<file path="config.mk">
export PLATFORM = sky130hd
export DESIGN_NAME = uart_tx_fifo
export DESIGN_NICKNAME = d
export VERILOG_FILES = /design/src/rtl/uart_tx_fifo.sv
export SDC_FILE = /design/constraint.sdc
export NUM_CORES = 1
export LEC_CHECK = 0
export BUFFER_PORTS_ARGS = -buffer_cell sky130_fd_sc_hd__buf_2
export CAP_MARGIN = 20
export CORE_MARGIN = 3
export CORE_UTILIZATION = 30
export CTS_CLUSTER_DIAMETER = 200
export CTS_CLUSTER_SIZE = 8
export DETAILED_ROUTE_END_ITERATION = 8
export GPL_TIMING_DRIVEN = 0
export PLACE_DENSITY = 0.53
export SYNTH_ARGS = -nofsm -noshare
export SYNTH_HDL_FRONTEND = slang
export SYNTH_SLANG_ARGS = --single-unit
</file>
<file path="constraint.sdc">
create_clock -name clk -period 6.7 [get_ports clk]
set_clock_uncertainty 0.2 [all_clocks]
set_input_delay 0.67 -clock clk [delete_from_list [all_inputs] [get_ports clk]]
set_output_delay 0.67 -clock clk [all_outputs]
set_load 0.005 [all_outputs]
</file>
<file path="src/rtl/uart_tx_fifo.sv">
// uart_tx_fifo: UART transmitter with an internal baud divider and a small
// transmit FIFO. Queued frames go out back-to-back with no idle gap.
// Optional feature macro: UART_TX_PARITY_EN (adds the PARITY state and makes
// parity_mode functional; when undefined parity_mode is ignored).
module uart_tx_fifo #(
  parameter int CLK_DIV    = 1250,
  parameter int DATA_BITS  = 8,
  parameter int STOP_BITS  = 1,
  parameter int FIFO_DEPTH = 4
) (
  input  logic                          clk,
  input  logic                          rst_n,
  input  logic [DATA_BITS-1:0]          in_data,
  input  logic                          in_valid,
  output logic                          in_ready,
  input  logic [1:0]                    parity_mode,
  output logic                          tx,
  output logic                          busy,
  output logic                          txdone,
  output logic [$clog2(FIFO_DEPTH):0]   fifo_count
);

  localparam int AW = $clog2(FIFO_DEPTH);
  localparam int CW = AW + 1;
  localparam int BW = $clog2(CLK_DIV);
  localparam int NW = $clog2(DATA_BITS) + 1;

  localparam logic [BW-1:0] BAUD_LAST = BW'(CLK_DIV - 1);
  localparam logic [NW-1:0] BIT_LAST  = NW'(DATA_BITS - 1);
  localparam logic [CW-1:0] DEPTH_C   = CW'(FIFO_DEPTH);
  localparam logic          STOP_LAST = (STOP_BITS == 2) ? 1'b1 : 1'b0;

  typedef enum logic [2:0] {
    S_IDLE,
    S_START,
    S_DATA,
`ifdef UART_TX_PARITY_EN
    S_PARITY,
`endif
    S_STOP
  } state_t;

  state_t                 state_q, state_d;
  logic [DATA_BITS-1:0]   mem_q [FIFO_DEPTH];
  logic [AW-1:0]          wr_ptr_q, wr_ptr_d, rd_ptr_q, rd_ptr_d;
  logic [CW-1:0]          count_q, count_d;
  logic [BW-1:0]          baud_q, baud_d;
  logic [NW-1:0]          bit_q, bit_d;
  logic                   stop_q, stop_d;
  logic [DATA_BITS-1:0]   shift_q, shift_d;
  logic                   tx_q, tx_d;
  logic                   busy_q, busy_d;
  logic                   txdone_q, txdone_d;
  logic                   push, pop, bit_end;
  logic [DATA_BITS-1:0]   head;

`ifdef UART_TX_PARITY_EN
  logic par_en_q, par_en_d, par_bit_q, par_bit_d;
`else
  logic unused_parity;
  assign unused_parity = ^parity_mode;
`endif

  assign in_ready   = (count_q < DEPTH_C);
  assign push       = in_valid && in_ready;
  assign head       = mem_q[rd_ptr_q];
  assign bit_end    = (baud_q == BAUD_LAST);
  assign tx         = tx_q;
  assign busy       = busy_q;
  assign txdone     = txdone_q;
  assign fifo_count = count_q;

  // FIFO storage write; contents need no reset since count gates every read
  always_ff @(posedge clk) begin
    if (push) mem_q[wr_ptr_q] <= in_data;
  end

  // FIFO pointer and occupancy update
  always_comb begin
    wr_ptr_d = push ? wr_ptr_q + AW'(1) : wr_ptr_q;
    rd_ptr_d = pop  ? rd_ptr_q + AW'(1) : rd_ptr_q;
    count_d  = count_q;
    case ({push, pop})
      2'b10:   count_d = count_q + CW'(1);
      2'b01:   count_d = count_q - CW'(1);
      default: count_d = count_q;
    endcase
  end

  // Frame sequencing: next state, line value and frame loading on pop
  always_comb begin
    state_d  = state_q;
    baud_d   = baud_q;
    bit_d    = bit_q;
    stop_d   = stop_q;
    shift_d  = shift_q;
    tx_d     = tx_q;
    busy_d   = busy_q;
    txdone_d = 1'b0;
    pop      = 1'b0;
`ifdef UART_TX_PARITY_EN
    par_en_d  = par_en_q;
    par_bit_d = par_bit_q;
`endif
    case (state_q)
      S_IDLE: begin
        if (count_q != '0) pop = 1'b1;
      end
      S_START: begin
        if (bit_end) begin
          baud_d  = '0;
          bit_d   = '0;
          tx_d    = shift_q[0];
          state_d = S_DATA;
        end else begin
          baud_d = baud_q + BW'(1);
        end
      end
      S_DATA: begin
        if (bit_end) begin
          baud_d  = '0;
          shift_d = shift_q >> 1;
          if (bit_q == BIT_LAST) begin
            stop_d  = 1'b0;
            tx_d    = 1'b1;
            state_d = S_STOP;
`ifdef UART_TX_PARITY_EN
            if (par_en_q) begin
              tx_d    = par_bit_q;
              state_d = S_PARITY;
            end
`endif
          end else begin
            bit_d = bit_q + NW'(1);
            tx_d  = shift_q[1];
          end
        end else begin
          baud_d = baud_q + BW'(1);
        end
      end
`ifdef UART_TX_PARITY_EN
      S_PARITY: begin
        if (bit_end) begin
          baud_d  = '0;
          stop_d  = 1'b0;
          tx_d    = 1'b1;
          state_d = S_STOP;
        end else begin
          baud_d = baud_q + BW'(1);
        end
      end
`endif
      S_STOP: begin
        if (bit_end) begin
          baud_d = '0;
          if (stop_q == STOP_LAST) begin
            txdone_d = 1'b1;
            // A waiting word starts its start bit on this same edge
            if (count_q != '0) begin
              pop = 1'b1;
            end else begin
              busy_d  = 1'b0;
              state_d = S_IDLE;
            end
          end else begin
            stop_d = stop_q + 1'b1;
          end
        end else begin
          baud_d = baud_q + BW'(1);
        end
      end
      default: state_d = S_IDLE;
    endcase
    if (pop) begin
      shift_d = head;
      baud_d  = '0;
      bit_d   = '0;
      tx_d    = 1'b0;
      busy_d  = 1'b1;
      state_d = S_START;
`ifdef UART_TX_PARITY_EN
      par_en_d  = (parity_mode == 2'b01) || (parity_mode == 2'b10);
      par_bit_d = (parity_mode == 2'b01) ? ^head : ~^head;
`endif
    end
  end

  // State registers with asynchronous flush of the line, FIFO and frame
  always_ff @(posedge clk or negedge rst_n) begin
    if (!rst_n) begin
      state_q  <= S_IDLE;
      wr_ptr_q <= '0;
      rd_ptr_q <= '0;
      count_q  <= '0;
      baud_q   <= '0;
      bit_q    <= '0;
      stop_q   <= 1'b0;
      shift_q  <= '0;
      tx_q     <= 1'b1;
      busy_q   <= 1'b0;
      txdone_q <= 1'b0;
`ifdef UART_TX_PARITY_EN
      par_en_q  <= 1'b0;
      par_bit_q <= 1'b0;
`endif
    end else begin
      state_q  <= state_d;
      wr_ptr_q <= wr_ptr_d;
      rd_ptr_q <= rd_ptr_d;
      count_q  <= count_d;
      baud_q   <= baud_d;
      bit_q    <= bit_d;
      stop_q   <= stop_d;
      shift_q  <= shift_d;
      tx_q     <= tx_d;
      busy_q   <= busy_d;
      txdone_q <= txdone_d;
`ifdef UART_TX_PARITY_EN
      par_en_q  <= par_en_d;
      par_bit_q <= par_bit_d;
`endif
    end
  end

endmodule

</file>
==> results.ini <==
[setup_path]
cp-start-kind=flop
path_delay_family=simple AND/OR/NAND/NOR gates
crit_end=fifo_count[2]
reg2reg_from=baud_q[1]
criticalPathCategory=flop to flop
critPathSlowestCell=dfrtp_1
cp.buffers_inverters=3
critPathCaptureType=flop
worst_r2r_endpoint=fifo_count[2]
r2r_setup_slack_ns=3.61
worstPathRequired_ns=6.77
cpPeakStageDelay_ns=0.43
worstRegToRegCells=12
arrival_ns=3.16
timing.critical_path.from=baud_q[1]
critical_path.cell_chain=inv_1 > ha_1 > nor4b_4 > a41oi_2 > nor2_4 > buf_6 > ha_1 > inv_1 > fa_1 > xor2_1 > nor2_1 > xnor2_1
path_depth=12
crit_fanout=10

[yosys]
seq_area_frac_synth_pct=57.5
syn_nets=264
synth_area_mm2=0.00319
syn_avg_cell_area_um2=13.4
postSynth.asyncResetShare_pct=52.2
syn-instance-count=238
synth_cell_type_count=48
synth-edff-count=32
ys.flop_type=dfrtp_1
yosysWarnings=0
ys_ff_latch=67

[timing]
report.final.setup_viol=0
setup_ws_ns=3.61
rsz0062_at_grt=no
hold_violations=0
period_minus_slack_ns=3.09
worst_slew_pin_slew_ns=0.822
min_period_over_period_pct=46.0
relSlewSlack_pct=45.2
holdWs_ns=0.216
max_freq_mhz=324
finalSetupTns_ns=0
report.final.slew_viol_count=0

[route]
avgViaCountPerCell=4.77
drtIter0Drc=44
dr.pass1.iters=4
wl_per_cell_um=14.2
drt-total-wl_um=5770
drc=0
vias=1942
antenna_left=0

[floorplanning]
die_x_um=109
core_area_mm2=0.0103
num_rows=37
fp.dieArea_mm2=0.0119
ios=20
start_util_pct=30.9
die_h_um=109

[cells_and_area]
drive_gt1_share_pct=26.9
area_growth_pct=14.5
final_cell_mix=34 x dfrtp_1, 32 x edfxtp_1, 21 x buf_2
layout.nets=292
final_core_util_pct=35.4
n_antenna_cell=0
final_common_cell=dfrtp_1

[cts]
cts_sinks=67
path_clk_slew_ns=0.08
holdBufCountCts=0
h-tree-depth=3
cts_resized=0
insertion_delay_ns=0.34
postCtsSetupBuffers=0
cts_tree=yes
cts_buffers=9
clock-root-buffer=clkbuf_8
clk_path_buf_depth=2

[global_routing]
grt_pass1_vias=1951
grt_pass1_wl_um=9810
gr-total-overflow=0
grt_max_degree=36
antenna_found_initial=0
track_usage_pct=10.9

[worst_hold_path]
hold_class=input pin to asynchronous set/reset pin

[placement]
placement.io_buffers=17
post-place-ws_ns=3.59
routabilityCongestion=0.730
dp_hpwl_um=3900

[status]
status=complete, no violations

[power_and_ir_drop]
p_leak_nw=1.41
power_density_mw_per_mm2=405
worst_ir_drop_vdd_mv=0.169
design_power_total_mw=1.48

[run]
cap_violations=0

-- synth_stat cells, types with 2 or more instances --
cell type	instances	area, um2
xor2_1	2	17.5
mux4_2	8	180
o21ai_0	9	45.0
mux2i_1	2	20.0
clkbuf_1	3	11.3
o31ai_1	4	30.0
or4_1	3	22.5
xnor2_1	3	26.3
dfrtp_1	34	851
ha_1	12	150
nand3b_1	2	15.0
nor3_1	3	15.0
nand2_1	13	48.8
a21o_1	2	15.0
inv_1	13	48.8
edfxtp_1	32	961
a31o_2	2	17.5
nand4_1	3	18.8
a21oi_1	12	60.1
or3_1	7	43.8
mux2_2	15	169
nor2_1	5	18.8
a31oi_1	4	25.0
nand3_1	13	65.1
nand4b_1	2	17.5
buf_2	4	20.0
and2_1	5	31.3
-- routing by layer --
layer | vias up | wire length, um | share of wire [%] | GRT usage (%)
li1 | 951 | - | - | -
met1 | 960 | 2810 | 49 | 14.3
met2 | 24 | 2690 | 47 | 17.1
met3 | 7 | 186 | 3.2 | 2.90
met4 | 0 | 80 | 1.4 | 4.81
met5 | - | 0 | 0 | 0
-- flip-flops by register name (all words and copies together) (netlist names) --
| signal | count |
|---|---|
| bit_q | 4 |
| wr_ptr_q | 2 |
| shift_q | 8 |
| fifo_count | 3 |
| baud_q | 11 |
| state_q | 2 |
| rd_ptr_q | 2 |
| mem_q | 32 |
| tx | 1 |
| busy | 1 |
| txdone | 1 |
-- worst reg2reg max path, cell delays in order (launching register included) --
cell and delay (ns):
dfrtp_1 0.43, inv_1 0.08, ha_1 0.14, nor4b_4 0.41, a41oi_2 0.26, nor2_4 0.28
buf_6 0.21, ha_1 0.20, inv_1 0.06, fa_1 0.37, xor2_1 0.15, nor2_1 0.12
xnor2_1 0.12
-- cells by family after synthesis --
family | Yosys count | synth area share, %
buffers and inverters | 22 | 2.98
xor gates and xnor gates | 6 | 1.88
AOI/OAI and AO/OA | 37 | 7.32
muxes | 25 | 11.6
adders and majority gates | 13 | 5.33
DFF | 67 | 57.5
and+or+nand+nor | 68 | 13.4
-- area by class of cell --
class | instances | area [um2]
timing repair buffer | 17 | 85.1
multi-input combinational | 149 | 1260
tap | 136 | 170
clock buffer | 9 | 124
clock inverter | 7 | 82.6
fill | 1010 | 6670
sequential | 67 | 1840
buffer | 9 | 46.3
inverter | 13 | 48.8
-- power by group --
group | switching [mW] | internal, mW | leakage (nW)
Combinational | 0.289 | 0.250 | 0.582
Sequential | 0.0615 | 0.530 | 0.730
Clock | 0.174 | 0.178 | 0.0988
Total | 0.524 | 0.958 | 1.41
-- worst min-delay path by stage --
stage / to / slack, ns
2_1_floorplan: baud_q[0] / 0.17
3_3_place_gp: tx / 0.26
3_5_place_dp: tx / 0.27
4_1_cts: fifo_count[0] / 0.24
5_1_grt: baud_q[3] / 0.27
6_report: fifo_count[0] / 0.22
-- stage by stage --
step,cell area [um2],std cells
2_1_floorplan,3190,238
3_3_place_gp,3450,391
3_5_place_dp,3450,391
4_1_cts,3660,407
5_1_grt,3660,407
6_report,3660,407
(Power assumes the default switching activity.)
